`config.mk`:
```
export PLATFORM = sky130hd
export DESIGN_NAME = agent_seq
export DESIGN_NICKNAME = d
export VERILOG_FILES = /design/src/rtl/agent_seq_pkg.sv /design/src/rtl/agent_seq_q_update.sv /design/src/rtl/agent_seq.sv
export SDC_FILE = /design/constraint.sdc
export NUM_CORES = 1
export LEC_CHECK = 0
export ABC_AREA = 1
export BUFFER_PORTS_ARGS = -buffer_cell sky130_fd_sc_hd__buf_2
export CORE_MARGIN = 2
export CORE_UTILIZATION = 50
export CTS_CLUSTER_SIZE = 24
export DETAILED_ROUTE_END_ITERATION = 10
export GPL_ROUTABILITY_DRIVEN = 1
export PLACE_DENSITY_LB_ADDON = 0.05
export SLEW_MARGIN = 0
export SYNTH_ARGS = -nofsm -noshare
export SYNTH_HDL_FRONTEND = slang
export SYNTH_SLANG_ARGS = --single-unit
```
`constraint.sdc`:
```
create_clock -name clk -period 16.6 [get_ports clk]
set_clock_uncertainty 0.2 [all_clocks]
set_input_delay 2.49 -clock clk [delete_from_list [all_inputs] [get_ports clk]]
set_output_delay 2.49 -clock clk [all_outputs]
set_load 0.03 [all_outputs]
```
`src/rtl/agent_seq_pkg.sv`:
```
// agent_seq_pkg: shared definitions for the sequential Q-learning agent.
//   - action-field width helpers (road bits RW, duration bits DW)
//   - FSM state encoding
//   - LFSR feedback mask
//   - saturation helper for the Bellman write-back
package agent_seq_pkg;

  localparam logic [2:0] S_IDLE   = 3'd0;
  localparam logic [2:0] S_SCAN   = 3'd1;
  localparam logic [2:0] S_DECIDE = 3'd2;
  localparam logic [2:0] S_ACT    = 3'd3;
  localparam logic [2:0] S_WAIT_R = 3'd4;

  // Right-shifting Galois form of x^8+x^6+x^5+x^4+1.
  localparam logic [7:0] LFSR_TAPS = 8'hB8;

  function automatic int rw_of(input int n_road);
    return (n_road <= 2) ? 1 : $clog2(n_road);
  endfunction

  function automatic int dw_of(input int l_width);
    return l_width / 2;
  endfunction

  // Clamp a sign-extended value into the signed range of a qw-bit field.
  function automatic logic signed [31:0] sat_q(input logic signed [31:0] v, input int qw);
    logic signed [31:0] hi, lo;
    hi = (32'sd1 <<< (qw - 1)) - 32'sd1;
    lo = -hi - 32'sd1;
    if (v > hi)      return hi;
    else if (v < lo) return lo;
    else             return v;
  endfunction

endpackage

```
`src/rtl/agent_seq_q_update.sv`:
```
// agent_seq_q_update: Bellman write-back datapath.
//   td    = R_prev + (Q_max >>> gamma) - Q_act_prev   (Q_WIDTH+2 bits)
//   Q_new = sat(Q_act_prev + (td >>> alpha))
// Ports: clk/rst, en (one-cycle update request), r_prev, q_max, q_act_prev,
//        alpha/gamma shift amounts, addr_in (previous action);
//        registered upd_valid strobe, upd_addr, q_new.
module agent_seq_q_update
  import agent_seq_pkg::*;
#(
  parameter int Q_WIDTH = 16,
  parameter int R_WIDTH = 16,
  parameter int AW      = 4
) (
  input  logic               clk,
  input  logic               rst,
  input  logic               en,
  input  logic [R_WIDTH-1:0] r_prev,
  input  logic [Q_WIDTH-1:0] q_max,
  input  logic [Q_WIDTH-1:0] q_act_prev,
  input  logic [2:0]         alpha,
  input  logic [2:0]         gamma,
  input  logic [AW-1:0]      addr_in,
  output logic               upd_valid,
  output logic [AW-1:0]      upd_addr,
  output logic [Q_WIDTH-1:0] q_new
);

  localparam int TW = Q_WIDTH + 2;

  logic signed [TW-1:0] r_ext, qmax_sh, qact_ext, td, td_sh;
  logic signed [TW:0]   sum;
  logic signed [31:0]   sat_v;

  logic               upd_valid_q, upd_valid_d;
  logic [AW-1:0]      addr_q, addr_d;
  logic [Q_WIDTH-1:0] qnew_q, qnew_d;

  always_comb begin
    r_ext    = TW'($signed(r_prev));
    qmax_sh  = TW'($signed(q_max) >>> gamma);
    qact_ext = TW'($signed(q_act_prev));
    td       = r_ext + qmax_sh - qact_ext;
    td_sh    = td >>> alpha;
    // One extra bit so the add cannot wrap before saturation.
    sum      = (TW+1)'(qact_ext) + (TW+1)'(td_sh);
    sat_v    = sat_q(32'(sum), Q_WIDTH);

    upd_valid_d = en;
    addr_d      = addr_q;
    qnew_d      = qnew_q;
    if (en) begin
      addr_d = addr_in;
      qnew_d = sat_v[Q_WIDTH-1:0];
    end
  end

  always_ff @(posedge clk) begin
    if (rst) begin
      upd_valid_q <= 1'b0;
      addr_q      <= '0;
      qnew_q      <= '0;
    end else begin
      upd_valid_q <= upd_valid_d;
      addr_q      <= addr_d;
      qnew_q      <= qnew_d;
    end
  end

  assign upd_valid = upd_valid_q;
  assign upd_addr  = addr_q;
  assign q_new     = qnew_q;

endmodule

```
`src/rtl/agent_seq.sv`:
```
// agent_seq: sequential epsilon-greedy Q-learning agent.
// Per step: accept a Q-row for road_sel (q_valid/q_ready), scan it one level
// per cycle for max/argmax, pick a duration (greedy or LFSR exploration),
// present action A={dur,road} (act_valid/act_ready), then wait for the reward
// (r_valid/R). The Bellman write-back for the previous action is issued from
// the DECIDE cycle and appears as a one-cycle upd_valid with upd_addr/Q_new.
// Ports: clk, rst (sync, active high), mode, epsilon, alpha, gamma, road_en,
//        road_sel, q_valid/q_ready/q_row, act_valid/act_ready/A,
//        r_valid/R, upd_valid/upd_addr/Q_new.
module agent_seq
  import agent_seq_pkg::*;
#(
  parameter int         N_ROAD  = 4,
  parameter int         L_WIDTH = 4,
  parameter int         Q_WIDTH = 16,
  parameter int         R_WIDTH = 16,
  parameter logic [7:0] SEED    = 8'hA5,
  localparam int        RW      = rw_of(N_ROAD),
  localparam int        DW      = dw_of(L_WIDTH),
  localparam int        N_LEVEL = 2 ** DW,
  localparam int        AW      = RW + DW
) (
  input  logic                       clk,
  input  logic                       rst,
  input  logic                       mode,
  input  logic [7:0]                 epsilon,
  input  logic [2:0]                 alpha,
  input  logic [2:0]                 gamma,
  input  logic [N_ROAD-1:0]          road_en,
  output logic [RW-1:0]              road_sel,
  input  logic                       q_valid,
  output logic                       q_ready,
  input  logic [Q_WIDTH*N_LEVEL-1:0] q_row,
  output logic                       act_valid,
  input  logic                       act_ready,
  output logic [AW-1:0]              A,
  input  logic                       r_valid,
  input  logic [R_WIDTH-1:0]         R,
  output logic                       upd_valid,
  output logic [AW-1:0]              upd_addr,
  output logic [Q_WIDTH-1:0]         Q_new
);

  logic [2:0]                       state_q, state_d;
  logic [N_LEVEL-1:0][Q_WIDTH-1:0]  row_q, row_d;
  logic [DW-1:0]                    idx_q, idx_d, arg_q, arg_d;
  logic [Q_WIDTH-1:0]               max_q, max_d, qact_q, qact_d, prev_qact_q, prev_qact_d;
  logic [7:0]                       lfsr_q, lfsr_d;
  logic [AW-1:0]                    a_q, a_d, prev_a_q, prev_a_d;
  logic                             have_prev_q, have_prev_d;
  logic [R_WIDTH-1:0]               r_q, r_d;
  logic [RW-1:0]                    road_q, road_d, next_road, cand;
  logic [Q_WIDTH-1:0]               cur;
  logic [DW-1:0]                    dur;
  logic                             found, explore;

  // First enabled road after the current one; holds if none qualifies.
  // N_ROAD is a power of two, so the RW-bit add wraps naturally.
  always_comb begin
    next_road = road_q;
    found     = 1'b0;
    cand      = road_q;
    for (int i = 1; i < N_ROAD; i++) begin
      cand = road_q + RW'(i);
      if (!found && road_en[cand]) begin
        next_road = cand;
        found     = 1'b1;
      end
    end
  end

  always_comb begin
    state_d     = state_q;
    row_d       = row_q;
    idx_d       = idx_q;
    arg_d       = arg_q;
    max_d       = max_q;
    qact_d      = qact_q;
    prev_qact_d = prev_qact_q;
    a_d         = a_q;
    prev_a_d    = prev_a_q;
    have_prev_d = have_prev_q;
    r_d         = r_q;
    road_d      = road_q;
    lfsr_d      = {1'b0, lfsr_q[7:1]} ^ (lfsr_q[0] ? LFSR_TAPS : 8'h00);
    cur         = row_q[idx_q];
    explore     = !mode && (lfsr_q < epsilon);
    dur         = explore ? lfsr_q[DW-1:0] : arg_q;

    case (state_q)
      S_IDLE: if (q_valid) begin
        row_d   = q_row;
        idx_d   = '0;
        state_d = S_SCAN;
      end
      S_SCAN: begin
        // Strict greater-than keeps the lowest index on ties.
        if (idx_q == '0 || $signed(cur) > $signed(max_q)) begin
          max_d = cur;
          arg_d = idx_q;
        end
        idx_d = idx_q + 1'b1;
        if (idx_q == DW'(N_LEVEL - 1)) state_d = S_DECIDE;
      end
      S_DECIDE: begin
        a_d     = {dur, road_q};
        qact_d  = row_q[dur];
        state_d = S_ACT;
      end
      S_ACT: if (act_ready) begin
        prev_a_d    = a_q;
        prev_qact_d = qact_q;
        have_prev_d = 1'b1;
        road_d      = next_road;
        state_d     = S_WAIT_R;
      end
      S_WAIT_R: if (r_valid) begin
        r_d     = R;
        state_d = S_IDLE;
      end
      default: state_d = S_IDLE;
    endcase
  end

  always_ff @(posedge clk) begin
    if (rst) begin
      state_q     <= S_IDLE;
      row_q       <= '0;
      idx_q       <= '0;
      arg_q       <= '0;
      max_q       <= '0;
      qact_q      <= '0;
      prev_qact_q <= '0;
      a_q         <= '0;
      prev_a_q    <= '0;
      have_prev_q <= 1'b0;
      r_q         <= '0;
      road_q      <= '0;
      lfsr_q      <= SEED;
    end else begin
      state_q     <= state_d;
      row_q       <= row_d;
      idx_q       <= idx_d;
      arg_q       <= arg_d;
      max_q       <= max_d;
      qact_q      <= qact_d;
      prev_qact_q <= prev_qact_d;
      a_q         <= a_d;
      prev_a_q    <= prev_a_d;
      have_prev_q <= have_prev_d;
      r_q         <= r_d;
      road_q      <= road_d;
      lfsr_q      <= lfsr_d;
    end
  end

  // Update uses this row's max with the previous step's action and reward.
  agent_seq_q_update #(
    .Q_WIDTH (Q_WIDTH),
    .R_WIDTH (R_WIDTH),
    .AW      (AW)
  ) u_q_update (
    .clk        (clk),
    .rst        (rst),
    .en         (state_q == S_DECIDE && have_prev_q),
    .r_prev     (r_q),
    .q_max      (max_q),
    .q_act_prev (prev_qact_q),
    .alpha      (alpha),
    .gamma      (gamma),
    .addr_in    (prev_a_q),
    .upd_valid  (upd_valid),
    .upd_addr   (upd_addr),
    .q_new      (Q_new)
  );

  assign road_sel  = road_q;
  assign q_ready   = (state_q == S_IDLE);
  assign act_valid = (state_q == S_ACT);
  assign A         = a_q;

endmodule

```
---- After elaboration in Yosys (flattened, before gate mapping) ----
Cells that the tools add are included.
word-level totals
  bits in registers ....................... 175
  latch bits .............................. 0
  memory bits (read-only) ................. 0
  memories kept ........................... 0
  input bits .............................. 104
  logic and storage cells ................. 92
  output and inout port bits .............. 29
  memory bits (writable) .................. 0
operators by class
  multipliers ............................. 0
  bitwise gates (word level) .............. 1
  $lt $le $gt $ge ......................... 9
  muxes and demuxes ....................... 26
  equal/unequal tests ..................... 9
  reduce and logical (&&, ||, !) cells .... 19
  div/mod/pow operators ................... 0
  add/subtract/negate cells ............... 7
  shift operators ......................... 2
operators with widths
  operator                number
  $bmux W16 S2            2
  $mux W16                4
  $add A16 B18 Y19        1
  $gt A19 B16 Y1 const B  1
  $lt A19 B16 Y1 const B  1
  $add A16 B18 Y18        1
  $sshr A16 B3 Y18        1
  $sshr A18 B3 Y18        1
  $sub A18 B16 Y18        1
  $gt A16 B16 Y1          1
  $lt A2 B3 Y1 const B    5
  $pmux W3 S5             1
  $mux W3                 4
  $mux W2                 5
  $reduce_and A2 Y1       5
  $lt A8 B8 Y1            1
  $mux W8                 1
  $xor A7 B8 Y8           1
  $bmux W1 S2             3
  $eq A3 B2 Y1 const B    2
  $ne A2 B2 Y1 const B    3
  $mux W1                 5
  $add A2 B1 Y2 const B   2
  $add A2 B2 Y2 const B   2
  14 further kinds        19

---- Logic depth before layout (Yosys ltp) ----
  depth after elaboration ................. 11
  depth in mapped cells ................... 41
  depth with buffers taken out ............ 40

---- Hierarchy ----
A second synthesis with hierarchy kept.
second synthesis, totals
  cell total of the unflattened synthesis .. 1814
  area total of the unflattened synthesis .. 11752.5 µm²
modules (own cells, without submodules)
  module              area each (µm²)  sequential area each (µm²)  cells an instance  times used
  agent_seq           7323.3           3083.0                      1067               1
  agent_seq_q_update  4429.2           420.4                       747                1

---- Worst setup path before layout ----
No wires, ideal clock.
  path type ............................... input-to-reg
  from .................................... input gamma[1]
  to ...................................... register u_q_update.qnew_q[10] (netlist: u_q_update.q_new[10])
  setup slack ............................. 9459 ps
  data required time ...................... 16278 ps
  path buffers ............................ 2
  setup time .............................. 122 ps
  cell stages on the path ................. 30
  arrival time ............................ 6820 ps
  cell sequence ........................... clkinv_1 -> clkbuf_1 -> nand2_1 -> o21ai_0 -> o21ai_0 -> fa_1 -> fa_1 -> nand2_1 -> nand2_1 -> o21ai_1 -> o21ai_0 -> xnor2_1 -> or2_1 -> nand3_1 -> nand3_1 -> nand2_1 -> ha_1 -> inv_1 -> fa_1 -> o21ai_2 -> nand3_1 -> nand2_1 -> nand2_1 -> nand2_1 -> nand2_1 -> nand2_1 -> nand3_2 -> a21oi_4 -> buf_6 -> a21oi_2
on the way
  word-level cells in the longest chain between the ends .. 8
  elaborated cells on any way between the ends .. 9
  classes of those cells .................. add/sub: 3; order compare: 2; shift: 2; mux: 2
RTL lines
  what                  line                      source
  from (decl)           agent_seq.sv:28           input logic [2:0] gamma,
  $sshr A16 B3 Y18 (*)  agent_seq_q_update.sv:40  qmax_sh = TW'($signed(q_max) >>> gamma);
  $add A16 B18 Y18 (*)  agent_seq_q_update.sv:42  td = r_ext + qmax_sh - qact_ext;
  $sub A18 B16 Y18 (*)  agent_seq_q_update.sv:42
  $sshr A18 B3 Y18 (*)  agent_seq_q_update.sv:43  td_sh = td >>> alpha;
  $add A16 B18 Y19 (*)  agent_seq_q_update.sv:45  sum = (TW+1)'(qact_ext) + (TW+1)'(td_sh);
  $lt A19 B16 Y1        agent_seq_pkg.sv:31       else if (v < lo) return lo;
  $mux W16              agent_seq_pkg.sv:31
  $mux W16 (*)          agent_seq_pkg.sv:30       if (v > hi) return hi;
  to (signal assigned)  agent_seq_q_update.sv:65  qnew_q <= qnew_d;
  to (decl)             agent_seq_q_update.sv:36  logic [Q_WIDTH-1:0] qnew_q, qnew_d;
Mark *: on every way between the ends. The rest lies on a longest branch, timed or not.
A chain may end at the register's enable or synchronous reset.

---- Worst setup path after layout ----
  from .................................... input gamma[1]
  to ...................................... register u_q_update.qnew_q[3] (netlist: u_q_update.q_new[3])
Same word-level chain as after synthesis.

==> impl_results.md <==
* Status: finished, final reports clean
* Inserted Diodes at 0
* Crit-path max FO at 17
* Multiplexer area fraction after synthesis at 0.1731%
* RSZ-0062 raised after global routing: false
* Cell Rows at 55
* R2r setup slk at 10.92 ns
* Max-slew violation count at 0
* Root Buffer Master: clkbuf_16
* Flops & latches, synth at 175
* Tmin final at 7.750 ns
* Chip Width at 156.1 µm
* Gr usage total at 26.44%
* Combinational power share at 56.8%
* Post-Synth Simple-Gate Area at 26.72%
* Yosys cell types at 52
* Total grt overflow at 0
* WHS Endpoint: lfsr_q[6]
* Post-synth EDFFs at 0
* Relative slew slack at 21.59%
* Peak VDD IR at 0.00008439 V
* Post-Route WL at 31550 µm
* Vias in the first global route at 10440
* Lkg Pwr at 0.006213 µW
* Int Power at 1128 µW
* Sequential power share at 24.6%
* Power share of the clock group at 18.5%
* CTS tree: yes
* Num CTS Buffers at 17
* Critical-path top delay cell: a21oi_4
* Crit path top cell by count: nand2_1
* Cell area after synthesis at 0.01156 mm²
* Total net switching power at 1086 µW
* Vias at 11150
* Post-Place Cells at 2095
* Post-synthesis async set-or-reset flop share at 0%
* Final core occ at 56.77%
* Area fraction in compound gates after synthesis at 20.54%
* Worst path max stage delay at 0.47 ns
* Starting Density at 51.07%
* WL/cell at 14.83 µm
* Commonest non-fill, non-tap cells in the layout: nand2_1 (381), inv_1 (227), a21oi_1 (210)
* Max Cap Viol at 0
* Post-synthesis average cell area at 6.577 µm²
* Total core area at 0.02264 mm²
* Final hold vios at 0
* Commonest non-fill, non-tap cell in the layout: nand2_1
* Routability cong. at 0.9386
* PwrDens at 172.2 mW/mm²
* TNS Setup at 0 ns
* Area delta synth->final at 11.17%
* Multi-input logic area at 0.006790 mm²
* CP startpoint kind: primary input
* CP Class: in -> reg
* CTS Sinks at 175
* Hold Crit Class: reg -> reg
* Via density at 5.241
* Cts hold-fix bufs at 0
* XOR/XNOR Fraction of Synth Area at 1.666%
* Die Ht at 156.1 µm
* Final setup viols at 0
* Fmax at 0.1290 GHz
* Switch share at 49.06%
* Post-CTS sizing at 0
* # fillers at 2286
* Largest net degree at the start of global routing at 131
* H-tree levels at 4
* Port Buffers at 132
* Post-Syn Nets at 1940
* Post-Synth Adder-Cell Area at 9.544%
* DPL Wire Length at 23850 µm
* Clock-pin slew on the worst setup and hold paths at 0.08 ns
* Reg2reg end: u_q_update.q_new[3]
* Reg-to-reg startpoint: max_q[15]
* Required @ worst endpoint at 16.71 ns
* Beginning of the worst hold path: lfsr_q[7]
* Worst hold stages at 2
* Sequential area share after synthesis at 30.30%
* R2r worst-path depth at 28
* Storage element area at 0.003503 mm²
* Postcts setup bufs at 0
* DRT iter0 DRCs at 753
* Antenna violations before repair at 0
* Initial DRT Pass Iterations at 6
* Tcrit/Tclk final at 46.69%
* Worst-Skew Late Latency at 0.44 ns
* Crit. End Element: flip-flop
* Full die area at 0.02436 mm²
* Actual slew at the worst max-slew pin at 1.172 ns
* Num ports at 133
* Post-Layout Cell Count at 2127
* Yosys warning count at 0
* Max Buffers Root-to-Sink at 2
* Share of cells above drive strength 1 at 12.87%
* DRC at 0
* Main combinational cell family by area after synthesis: simple AND/OR/NAND/NOR gates
* Critical Path AT at 7.86 ns
* Mapped Cells at 1758
* Nets@finish at 2011
* First-pass GRT wire length at 51520 µm
* Main synth FF type: dfxtp_1
* Antenna Nets Post-Route at 0
[cell usage after synthesis (5+ instances only)]
library cell | n | area, µm²
nor3_1 | 5 | 25.02
xnor2_1 | 11 | 96.34
xor2_1 | 11 | 96.34
inv_1 | 228 | 855.8
nand3b_1 | 5 | 37.54
ha_1 | 61 | 763.2
a21oi_2 | 13 | 113.9
or2_2 | 5 | 31.28
buf_2 | 12 | 60.06
clkbuf_1 | 63 | 236.5
nor2_1 | 131 | 491.7
o21ai_0 | 194 | 970.9
inv_2 | 8 | 30.03
nand2_1 | 382 | 1434
nand3_2 | 13 | 130.1
o211ai_1 | 6 | 45.04
fa_1 | 17 | 340.3
a21oi_1 | 210 | 1051
nand2_2 | 14 | 87.58
dfxtp_1 | 175 | 3503
nand3_1 | 138 | 690.7
[through the flow]
stage	area, µm²	setup WS [ns]	power (µW)	hold WS, ns
after floorplan	11560	9.459	1534	0.2068
after global placement	12250	8.528	1790	0.2221
after detailed placement	12250	8.481	1804	0.2182
after CTS	12850	8.936	2219	0.2338
after global routing	12850	8.282	2435	0.2542
final	12850	8.850	2214	0.2310
[critical path, delay by kind of cell]
kind	cells	cell delay (ns)
adders and majority gates	5	1.59
and+or+nand+nor	15	1.50
AOI/OAI and AO/OA	7	1.46
buffers and inverters	4	0.63
xor gates and xnor gates	1	0.18
[flip-flops by register name, summed over array words and instances, names as in the netlist]
name / flops
prev_a_q: 4
qact_q: 16
r_q: 16
A: 4
lfsr_q: 8
row_q: 64
state_q: 3
max_q: 16
u_q_update.upd_valid: 1
road_sel: 2
arg_q: 2
u_q_update.q_new: 16
have_prev_q: 1
idx_q: 2
u_q_update.upd_addr: 4
prev_qact_q: 16
[cell type report]
cell class | count | area share (%)
Multi-Input combinational cell | 1258 | 52.83
Sequential cell | 175 | 27.26
Inverter | 241 | 7.057
Timing Repair Buffer | 136 | 5.373
Clock buffer | 18 | 3.417
Tap cell | 285 | 2.774
Clock inverter | 14 | 1.295
[power by group through the flow]
stage / Clock [µW] / Sequential (µW) / Combinational (µW)
2_1_floorplan: 0 / 541 / 993
3_3_place_gp: 0 / 553 / 1240
3_5_place_dp: 0 / 554 / 1250
4_1_cts: 417 / 545 / 1260
5_1_grt: 432 / 555 / 1450
6_report: 410 / 545 / 1260
[cell families (layout without fill, tap and decap cells)]
group	count (synthesis)	after routing
mux	2	2
fa+ha+maj	78	78
buf+inv	325	409
simple gates	711	711
compound gates	445	445
xor+xnor	22	22
flops	175	175
[how the worst max path moves through the flow]
stage / start / end / cells after the start / slack (ns)
after floorplan: gamma[1] / u_q_update.q_new[10] / 30 / 9.46
after global placement: gamma[1] / u_q_update.q_new[2] / 32 / 8.53
after detailed placement: gamma[1] / u_q_update.q_new[2] / 29 / 8.48
after CTS: gamma[1] / u_q_update.q_new[3] / 29 / 8.94
after global routing: gamma[1] / u_q_update.q_new[3] / 28 / 8.28
final: gamma[1] / u_q_update.q_new[3] / 32 / 8.85
[routing by layer]
metal | GRT usage, % | wire length, µm | up-vias
li1 | - | - | 5851
met1 | 34.11 | 14350 | 4954
met2 | 45.66 | 14840 | 291
met3 | 2.944 | 1360 | 51
met4 | 9.786 | 1008 | 0
met5 | 0 | 0 | -
(Power assumes the default switching activity.)
